===== src/rtl/mips_muldiv_pkg.sv =====
// Shared encodings for the MIPS multiply/divide unit: op codes, FSM states and
// the down-counter width helper.
package mips_muldiv_pkg;

  localparam logic [1:0] OP_MULT  = 2'b00;
  localparam logic [1:0] OP_MULTU = 2'b01;
  localparam logic [1:0] OP_DIV   = 2'b10;
  localparam logic [1:0] OP_DIVU  = 2'b11;

  typedef logic [2:0] state_t;

  localparam state_t S_IDLE = 3'd0;
  localparam state_t S_MUL  = 3'd1;
  localparam state_t S_DIV  = 3'd2;
  localparam state_t S_FIX  = 3'd3;
  localparam state_t S_DONE = 3'd4;

  // Wide enough to hold the iteration count WIDTH itself.
  function automatic int unsigned cnt_width(input int unsigned width);
    return $clog2(width + 1);
  endfunction

endpackage


===== src/rtl/mips_div_step.sv =====
// One combinational restoring-division step on unsigned magnitudes: shift the
// next dividend bit into the partial remainder and try subtracting the divisor.
module mips_div_step #(
  parameter int unsigned WIDTH = 32
) (
  input  logic [WIDTH-1:0] rem,
  input  logic [WIDTH-1:0] quo,
  input  logic [WIDTH-1:0] dsr,
  output logic [WIDTH-1:0] rem_next,
  output logic [WIDTH-1:0] quo_next
);

  logic [WIDTH:0] shifted;
  logic [WIDTH:0] diff;
  logic           fits;

  // rem < dsr always holds, so the shifted remainder needs only one extra bit.
  assign shifted  = {rem, quo[WIDTH-1]};
  assign fits     = (shifted >= {1'b0, dsr});
  assign diff     = shifted - {1'b0, dsr};
  assign rem_next = fits ? WIDTH'(diff) : WIDTH'(shifted);
  assign quo_next = {quo[WIDTH-2:0], fits};

endmodule


===== src/rtl/mips_muldiv.sv =====
// Multi-cycle MULT/MULTU/DIV/DIVU unit producing HI/LO, with a pipeline stall
// request while an operation is in flight.
module mips_muldiv
  import mips_muldiv_pkg::*;
#(
  parameter int unsigned WIDTH    = 32,
  parameter int unsigned MUL_ITER = 0
) (
  input  logic             clk,
  input  logic             rst,
  input  logic             start_i,
  input  logic [1:0]       op_i,
  input  logic [WIDTH-1:0] a_i,
  input  logic [WIDTH-1:0] b_i,
  input  logic             cancel_i,
  output logic             stall_o,
  output logic             busy_o,
  output logic             done_o,
  output logic             div_by_zero_o,
  output logic [WIDTH-1:0] hi_o,
  output logic [WIDTH-1:0] lo_o
);

  localparam int unsigned CW = cnt_width(WIDTH);
  localparam logic [WIDTH-1:0] MIN_VAL = {1'b1, {(WIDTH-1){1'b0}}};

  state_t           state_q, state_d;
  logic [WIDTH-1:0] rem_q, quo_q, dsr_q, a_q;
  logic [WIDTH-1:0] hi_q, lo_q;
  logic [CW-1:0]    cnt_q;
  logic             div_q, neg_q, rneg_q, zero_q, ovf_q, dbz_q;

  // Input decode and operand magnitudes
  logic             start_ok, div_in, signed_in, sa, sb;
  logic [WIDTH-1:0] mag_a, mag_b;
  logic [2*WIDTH-1:0] prod_fast;

  assign start_ok  = (state_q == S_IDLE) & start_i & ~cancel_i;
  assign div_in    = (op_i == OP_DIV) || (op_i == OP_DIVU);
  assign signed_in = (op_i == OP_MULT) || (op_i == OP_DIV);
  assign sa        = signed_in & a_i[WIDTH-1];
  assign sb        = signed_in & b_i[WIDTH-1];
  assign mag_a     = sa ? -a_i : a_i;
  assign mag_b     = sb ? -b_i : b_i;
  assign prod_fast = {{WIDTH{1'b0}}, mag_a} * {{WIDTH{1'b0}}, mag_b};

  // Iterative shift-add multiply: {rem_q, quo_q} is the running product,
  // quo_q's low bit is the current multiplier bit, dsr_q the multiplicand.
  logic [WIDTH:0]   mul_sum;
  logic [WIDTH-1:0] mul_rem_n, mul_quo_n;

  assign mul_sum   = {1'b0, rem_q} + {1'b0, dsr_q & {WIDTH{quo_q[0]}}};
  assign mul_rem_n = mul_sum[WIDTH:1];
  assign mul_quo_n = {mul_sum[0], quo_q[WIDTH-1:1]};

  logic [WIDTH-1:0] div_rem_n, div_quo_n;

  mips_div_step #(
    .WIDTH(WIDTH)
  ) u_div_step (
    .rem      (rem_q),
    .quo      (quo_q),
    .dsr      (dsr_q),
    .rem_next (div_rem_n),
    .quo_next (div_quo_n)
  );

  // Sign application and special cases
  logic [2*WIDTH-1:0] prod_mag, prod_sgn;
  logic [WIDTH-1:0]   q_sgn, r_sgn, fix_hi, fix_lo;

  assign prod_mag = {rem_q, quo_q};
  assign prod_sgn = neg_q ? -prod_mag : prod_mag;
  assign q_sgn    = neg_q ? -quo_q : quo_q;
  assign r_sgn    = rneg_q ? -rem_q : rem_q;

  always_comb begin
    fix_hi = prod_sgn[2*WIDTH-1:WIDTH];
    fix_lo = prod_sgn[WIDTH-1:0];
    if (div_q) begin
      if (zero_q) begin
        fix_hi = a_q;
        fix_lo = '1;
      end else if (ovf_q) begin
        fix_hi = '0;
        fix_lo = MIN_VAL;
      end else begin
        fix_hi = r_sgn;
        fix_lo = q_sgn;
      end
    end
  end

  always_comb begin
    state_d = state_q;
    case (state_q)
      S_IDLE: begin
        if (start_ok) begin
          if (div_in)             state_d = S_DIV;
          else if (MUL_ITER != 0) state_d = S_MUL;
          else                    state_d = S_FIX;
        end
      end
      S_MUL, S_DIV: if (cnt_q == CW'(1)) state_d = S_FIX;
      S_FIX:        state_d = S_DONE;
      S_DONE:       state_d = S_IDLE;
      default:      state_d = S_IDLE;
    endcase
    if (cancel_i) state_d = S_IDLE;
  end

  always_ff @(posedge clk or posedge rst) begin
    if (rst) begin
      state_q <= S_IDLE;
      rem_q   <= '0;
      quo_q   <= '0;
      dsr_q   <= '0;
      a_q     <= '0;
      cnt_q   <= '0;
      div_q   <= 1'b0;
      neg_q   <= 1'b0;
      rneg_q  <= 1'b0;
      zero_q  <= 1'b0;
      ovf_q   <= 1'b0;
      dbz_q   <= 1'b0;
      hi_q    <= '0;
      lo_q    <= '0;
    end else begin
      state_q <= state_d;
      case (state_q)
        S_IDLE: begin
          if (start_ok) begin
            div_q  <= div_in;
            a_q    <= a_i;
            dsr_q  <= mag_b;
            neg_q  <= sa ^ sb;
            rneg_q <= sa;
            zero_q <= (b_i == '0);
            ovf_q  <= signed_in & div_in & (a_i == MIN_VAL) & (&b_i);
            cnt_q  <= CW'(WIDTH);
            if (div_in || MUL_ITER != 0) begin
              rem_q <= '0;
              quo_q <= mag_a;
            end else begin
              rem_q <= prod_fast[2*WIDTH-1:WIDTH];
              quo_q <= prod_fast[WIDTH-1:0];
            end
          end
        end
        S_MUL: begin
          rem_q <= mul_rem_n;
          quo_q <= mul_quo_n;
          cnt_q <= cnt_q - 1'b1;
        end
        S_DIV: begin
          rem_q <= div_rem_n;
          quo_q <= div_quo_n;
          cnt_q <= cnt_q - 1'b1;
        end
        S_FIX: begin
          // A flush in FIX must leave the architectural HI/LO untouched.
          if (!cancel_i) begin
            hi_q  <= fix_hi;
            lo_q  <= fix_lo;
            dbz_q <= div_q & zero_q;
          end
        end
        default: ;
      endcase
    end
  end

  assign busy_o        = (state_q != S_IDLE);
  assign done_o        = (state_q == S_DONE);
  assign div_by_zero_o = done_o & dbz_q;
  assign stall_o       = start_ok | (state_q == S_MUL) | (state_q == S_DIV) |
                         (state_q == S_FIX);
  assign hi_o          = hi_q;
  assign lo_o          = lo_q;

endmodule

===== config.mk =====
export PLATFORM = sky130hd
export DESIGN_NAME = mips_muldiv
export DESIGN_NICKNAME = d
export VERILOG_FILES = /design/src/rtl/mips_muldiv_pkg.sv /design/src/rtl/mips_div_step.sv /design/src/rtl/mips_muldiv.sv
export SDC_FILE = /design/constraint.sdc
export NUM_CORES = 2
export LEC_CHECK = 0
export ABC_CLOCK_PERIOD_IN_PS = 5700
export BUFFER_PORTS_ARGS = -buffer_cell sky130_fd_sc_hd__buf_4
export CORE_UTILIZATION = 50
export DETAILED_ROUTE_END_ITERATION = 7
export HOLD_SLACK_MARGIN = 0.08
export PLACE_DENSITY_LB_ADDON = 0.2
export REMOVE_ABC_BUFFERS = 1
export SYNTH_ARGS = -nofsm -noshare
export SYNTH_HDL_FRONTEND = slang
export SYNTH_SLANG_ARGS = --single-unit

===== constraint.sdc =====
create_clock -name clk -period 5.7 [get_ports clk]
set_input_delay 0.57 -clock clk [delete_from_list [all_inputs] [get_ports clk]]
set_output_delay 0.57 -clock clk [all_outputs]
set_load 0.02 [all_outputs]

Word-level counts from Yosys, hierarchy flattened
Index checks and enable logic that the tools add are counted.
- add/subtract/negate cells: 8
- $mul: 1
- order comparisons: 1
- equality and inequality tests: 11
- mux-type cells: 25
- bitwise operators: 15
- reduce and logical (&&, ||, !) cells: 15
- operators by type and width (operator ; number):
    2-to-1 mux 32 bit ; 15
    case mux 32 bit (3 select lines) ; 2
    negation 32 bit ; 4
    multiplier 32 x 32 -> 64 bit ; 1
    2-to-1 mux 64 bit ; 1
    negation 64 bit ; 1
    adder 32 x 32 -> 33 bit ; 1
    greater-or-equal comparator 33 x 32 -> 1 bit ; 1
    AND 32 bit ; 1
    equality test 32 bit (second input constant) ; 1
    logical NOT 32 bit ; 1
    AND reduction 32 bit ; 1
    subtractor 32 bit ; 1
    case mux 6 bit (2 select lines) ; 1
    AND reduction 2 bit ; 5
    AND 1 bit ; 9
    2-to-1 mux 3 bit ; 3
    case mux 3 bit (3 select lines) ; 1
    equality test 3 x 2 -> 1 bit (second input constant) ; 2
    equality test 6 x 1 -> 1 bit (second input constant) ; 1
    2-to-1 mux 6 bit ; 1
    nonzero test 3 bit ; 2
    subtractor 6 x 1 -> 6 bit (second input constant) ; 1
    equality test 2 bit (second input constant) ; 2
    14 further kinds ; 17
- register bits: 207
- input port bits: 70
- output and inout port bits: 68
- word-level logic and storage cells: 90

Longest topological paths before layout
- word-level depth: 8
- depth in mapped cells: 39
- depth with buffers taken out: 35

Modules after synthesis
Synthesis repeated with hierarchy kept, for this count alone.
- cells, all modules: 5850
- area total of the unflattened synthesis: 49113.4 µm²
- by module, submodules not included (module ; instances ; cells an instance ; area each (µm²) ; sequential area each (µm²)):
    mips_muldiv ; 1 ; 5495 ; 46542.1 ; 5180.0
    mips_div_step ; 1 ; 355 ; 2571.2 ; 0.0

Worst setup path after synthesis
No wires, ideal clock.
- path type: input to register
- from: input port a_i[0]
- to: register rem_q[31]
- data arrival time: 9686 ps
- setup slack: -4068 ps
- cell stages on the path: 33
- path buffers: 4
- path through: clkbuf_1 inv_1 clkbuf_1 ha_1 nor3b_1 and2_1 nor3b_1 a21oi_1 xnor2_1 clkbuf_1 nor2_1 fa_1 fa_1 inv_1 fa_1 fa_1 inv_1 fa_1 fa_1 fa_1 fa_1 ha_1 clkbuf_2 nand4_1 nor3_1 nand2b_1 a2111oi_1 or2_1 a211o_1 a31o_2 a21oi_1 or4_1 a31oi_1
- longest elaborated chain between the ends: 6
- RTL lines (element ; line ; RTL):
    start: declaration ; mips_muldiv.sv:13 ; input logic [WIDTH-1:0] a_i,
    negation 32 bit ; mips_muldiv.sv:43 ; assign mag_a = sa ? -a_i : a_i;
    2-to-1 mux 32 bit (*) ; mips_muldiv.sv:43 ;
    multiplier 32 x 32 -> 64 bit (*) ; mips_muldiv.sv:45 ; assign prod_fast = {{WIDTH{1'b0}}, mag_a} * {{WIDTH{1'b0}}, mag_b};
    2-to-1 mux 32 bit (*) ; mips_muldiv.sv:141 ; if (div_in || MUL_ITER != 0) begin
    2-to-1 mux 32 bit (*) ; mips_muldiv.sv:132 ; if (start_ok) begin
    case mux 32 bit (3 select lines) (*) ; mips_muldiv.sv:130 ; case (state_q)
    end signal: assignment ; mips_muldiv.sv:145 ; rem_q <= prod_fast[2*WIDTH-1:WIDTH];
    end signal: assignment ; mips_muldiv.sv:151 ; rem_q <= mul_rem_n;
    end signal: assignment ; mips_muldiv.sv:156 ; rem_q <= div_rem_n;
    end: declaration ; mips_muldiv.sv:28 ; logic [WIDTH-1:0] rem_q, quo_q, dsr_q, a_q;
Every way passes the cells marked *; elsewhere a longest branch is shown, timed or not. The select of a mux whose other input is x is not followed.
A chain may end at the register's enable or synchronous reset.

Final worst setup path
- from: input port b_i[0]
- to: register rem_q[24]
- longest elaborated chain between the ends: 6
- RTL lines (element ; line ; RTL):
    start: declaration ; mips_muldiv.sv:14 ; input logic [WIDTH-1:0] b_i,
    negation 32 bit ; mips_muldiv.sv:44 ; assign mag_b = sb ? -b_i : b_i;
    2-to-1 mux 32 bit (*) ; mips_muldiv.sv:44 ;
    multiplier 32 x 32 -> 64 bit (*) ; mips_muldiv.sv:45 ;
    2-to-1 mux 32 bit (*) ; mips_muldiv.sv:141 ;
    2-to-1 mux 32 bit (*) ; mips_muldiv.sv:132 ;
    case mux 32 bit (3 select lines) (*) ; mips_muldiv.sv:130 ;
Marked as above.

==> results.ini <==
[setup_path]
critPathTopFamily = adder cells
cp.required_ns = 6.11
crit_buf_inv = 8
crit_slowest_cell = fa_2
reg2reg_depth = 12
worstSetupStartpointType = input port
regToRegStartpoint = rem_q[27]
worst-setup-path-type = in2reg
r2r_end = rem_q[22]
cp-startpoint = b_i[0]
critPathCapture = rem_q[24]
path_common_cell = fa_1
arrival_ns = 9.84
cp.depth = 36
cp-end-kind = flop
r2r_slack_ns = 1.10
critical_path.max_fanout = 3
slowest_delay_ns = 0.55

[sta]
rsz0062_at_grt = yes
max_slew.worst_pin.slew_ns = 1.21
timing.fmax_mhz = 106
period_share_pct = 165
timing.final.ws_setup_ns = -3.73
setup_viol = 56
maxSlewHeadroom_pct = 18.9
finalClockSkew_ns = 0.0336
drv_slew = 0
finalHoldViolCount = 0
period_needed_ns = 9.43

[logic_synthesis]
ys_ff_latch = 207
synthDistinctLibCells = 95
synthArstFlopShare_pct = 100
synth_edf_count = 0
yosys_warnings = 0
syn_avg_cell_area_sq_um = 8.38
ys_seq_area_share_pct = 10.6
synthFlopType = dfrtp_1
syn_area_sq_mm = 0.0490
synth_cells = 5844

[place]
hpwl_microns = 163000
place_area_sq_mm = 0.0584
port_buffers = 137
gp_congestion = 1.09
dp.cells = 7793

[layout]
fillers = 7876
final_common_cell = buf_4
drive_gt1_share_pct = 26.2
fin_area_sq_mm = 0.0640
final_cell_mix = buf_4, inv_1, fa_1
fin_nets = 7973
area_delta_synth_final_pct = 30.7
register_area_sq_mm = 0.00518
multi_input_area_sq_mm = 0.0424
fin_cells = 7964

[outcome]
status = complete, but fails checks
violations = DRC, setup timing

[clock_network]
cts_tree = done
cts.path.max_buffers = 3
cts-root-buf = clkbuf_16
ctsHoldBuffers = 0
htreeDepth = 1
cts_buffers = 21
cts.sinks = 207
clk_pin_slew_ns = 0.07
clk_latency_ns = 0.55

[global_route]
grt_pass1_vias = 47100
grt_overflow = 0
grt_max_degree = 113
antenna_found_initial = 11
grt_pass1_wl_microns = 291000
grt_usage_pct = 39.9

[floorplan]
die_h_microns = 315
die_w_microns = 315
core_region_area_sq_mm = 0.0969
rows = 114
initial_core_util_pct = 50.5
die_area_sq_mm = 0.0992
io_pins = 138

[routing]
drcViolationCount = 60
via_per_inst = 5.84
first_iter_violations = 4405
wl_per_cell_microns = 25.1
routed_wl_microns = 200000
antenna_left = 0
firstDrtPassIters = 8
vias = 46500

[flow_run]
maxCapViolCount = 0

[hold_path]
hp-class = in2async

[timing repair]
action                     in CTS  in global routing
setup endpoints to repair      58                 58
pin swaps                     194                260
resized for setup             367                381
setup buffers                  90                 87
cloned                          1                  3
[cell usage after synthesis (all sizes together), types with 5 or more instances]
cell / n / area (sq um)
o21ai: 187 / 947
a21o: 66 / 495
a21oi: 276 / 1390
xnor2: 203 / 1820
nor2: 817 / 3070
ha: 334 / 4180
nor3b: 10 / 85.1
o21a: 24 / 180
a222oi: 43 / 430
a22oi: 5 / 37.5
o31ai: 30 / 253
o221a: 5 / 56.3
o311ai: 6 / 52.6
a31oi: 51 / 319
nor4: 26 / 209
mux2: 8 / 90.1
a211oi: 22 / 165
and3: 26 / 163
o22a: 6 / 52.6
dfrtp: 207 / 5180
nor3: 33 / 165
or4: 14 / 109
inv: 939 / 3520
and2: 27 / 169
o41ai: 13 / 140
o21bai: 19 / 143
nand2b: 38 / 238
o22ai: 15 / 93.8
o211ai: 9 / 67.6
a2111oi: 6 / 53.8
a211o: 5 / 43.8
nand3: 56 / 280
nor2b: 17 / 106
clkbuf: 311 / 1170
xor2: 100 / 891
fa: 898 / 18000
mux2i: 21 / 210
nand4: 29 / 188
buf: 36 / 191
o221ai: 13 / 114
a221oi: 22 / 193
or3: 37 / 236
or2: 18 / 120
nand2: 762 / 2860
[layout make-up]
class	instances	share of cell area [%]
inverter	939	5.52
antenna	2	0.00782
clock buffer	29	0.946
timing repair buffer	1151	16.5
sequential	207	8.10
tap	1276	2.50
multi-input combinational	4351	66.3
clock inverter	9	0.182
[worst reg2reg max path: stages (launching register included)]
cell and delay, ns:
dfrtp_1 0.57, ha_1 0.48, nand4_1 0.36, nor4_1 0.77
nand2_1 0.13, o31a_1 0.28, o21ai_0 0.17, a211o_1 0.16
buf_4 0.16, or2_2 0.49, mux2i_1 0.27, o221ai_1 0.19
o32a_1 0.43
[through the flow]
step | hold slack [ns] | setup WS, ns | setup TNS (ns) | utilization (%)
6_report | 0.103 | -3.73 | -163.93 | 66.1
5_1_grt | 0.221 | -3.91 | -173.28 | 66.1
4_1_cts | 0.209 | -3.54 | -153.40 | 63.6
3_5_place_dp | 0.464 | -4.65 | -209.64 | 60.3
3_3_place_gp | 0.460 | -4.74 | -207.94 | 60.3
2_1_floorplan | 0.445 | -4.32 | -444.61 | -
[worst min-delay path by stage]
stage / from / to / slack (ns) / cells after the start
global placement: a_q[5] / a_q[5] / 0.46 / 2
detailed placement: a_q[4] / a_q[4] / 0.46 / 2
CTS: rst / quo_q[2] / 0.21 / 2
finish: rst / quo_q[2] / 0.10 / 2
global route: cancel_i / state_q[0] / 0.22 / 2
floorplan: a_q[10] / a_q[10] / 0.44 / 2
[logic make-up (layout without fill, tap and decap cells)]
logic type / after synthesis / in the layout / share of synthesized area (%)
compound gates: 863 / 863 / 11.4
xor+xnor: 303 / 303 / 5.54
fa+ha+maj: 1232 / 1232 / 45.3
buf+inv: 1286 / 2128 / 9.98
flops: 207 / 207 / 10.6
mux: 29 / 29 / 0.613
other cells: 0 / 2 / 0
simple gates: 1924 / 1924 / 16.6
[state kept, by name, indices dropped and copies added (netlist names)]
signal / count
dbz_q: 1
zero_q: 1
state_q: 3
a_q: 32
lo_o: 32
quo_q: 32
div_q: 1
neg_q: 1
hi_o: 32
cnt_q: 6
rem_q: 32
dsr_q: 32
ovf_q: 1
rneg_q: 1
[per-layer routing]
layer	wire, microns	vias up	global-route usage, %
met2	90900	2405	63.5
met4	17900	16	27.2
met5	105	-	0
met3	18200	748	7.18
li1	-	20000	-
met1	72800	23300	49.6
Power is left out: the tool's default activity adds up to more than one toggle a clock period on the data nets, which glitch-free logic cannot reach.
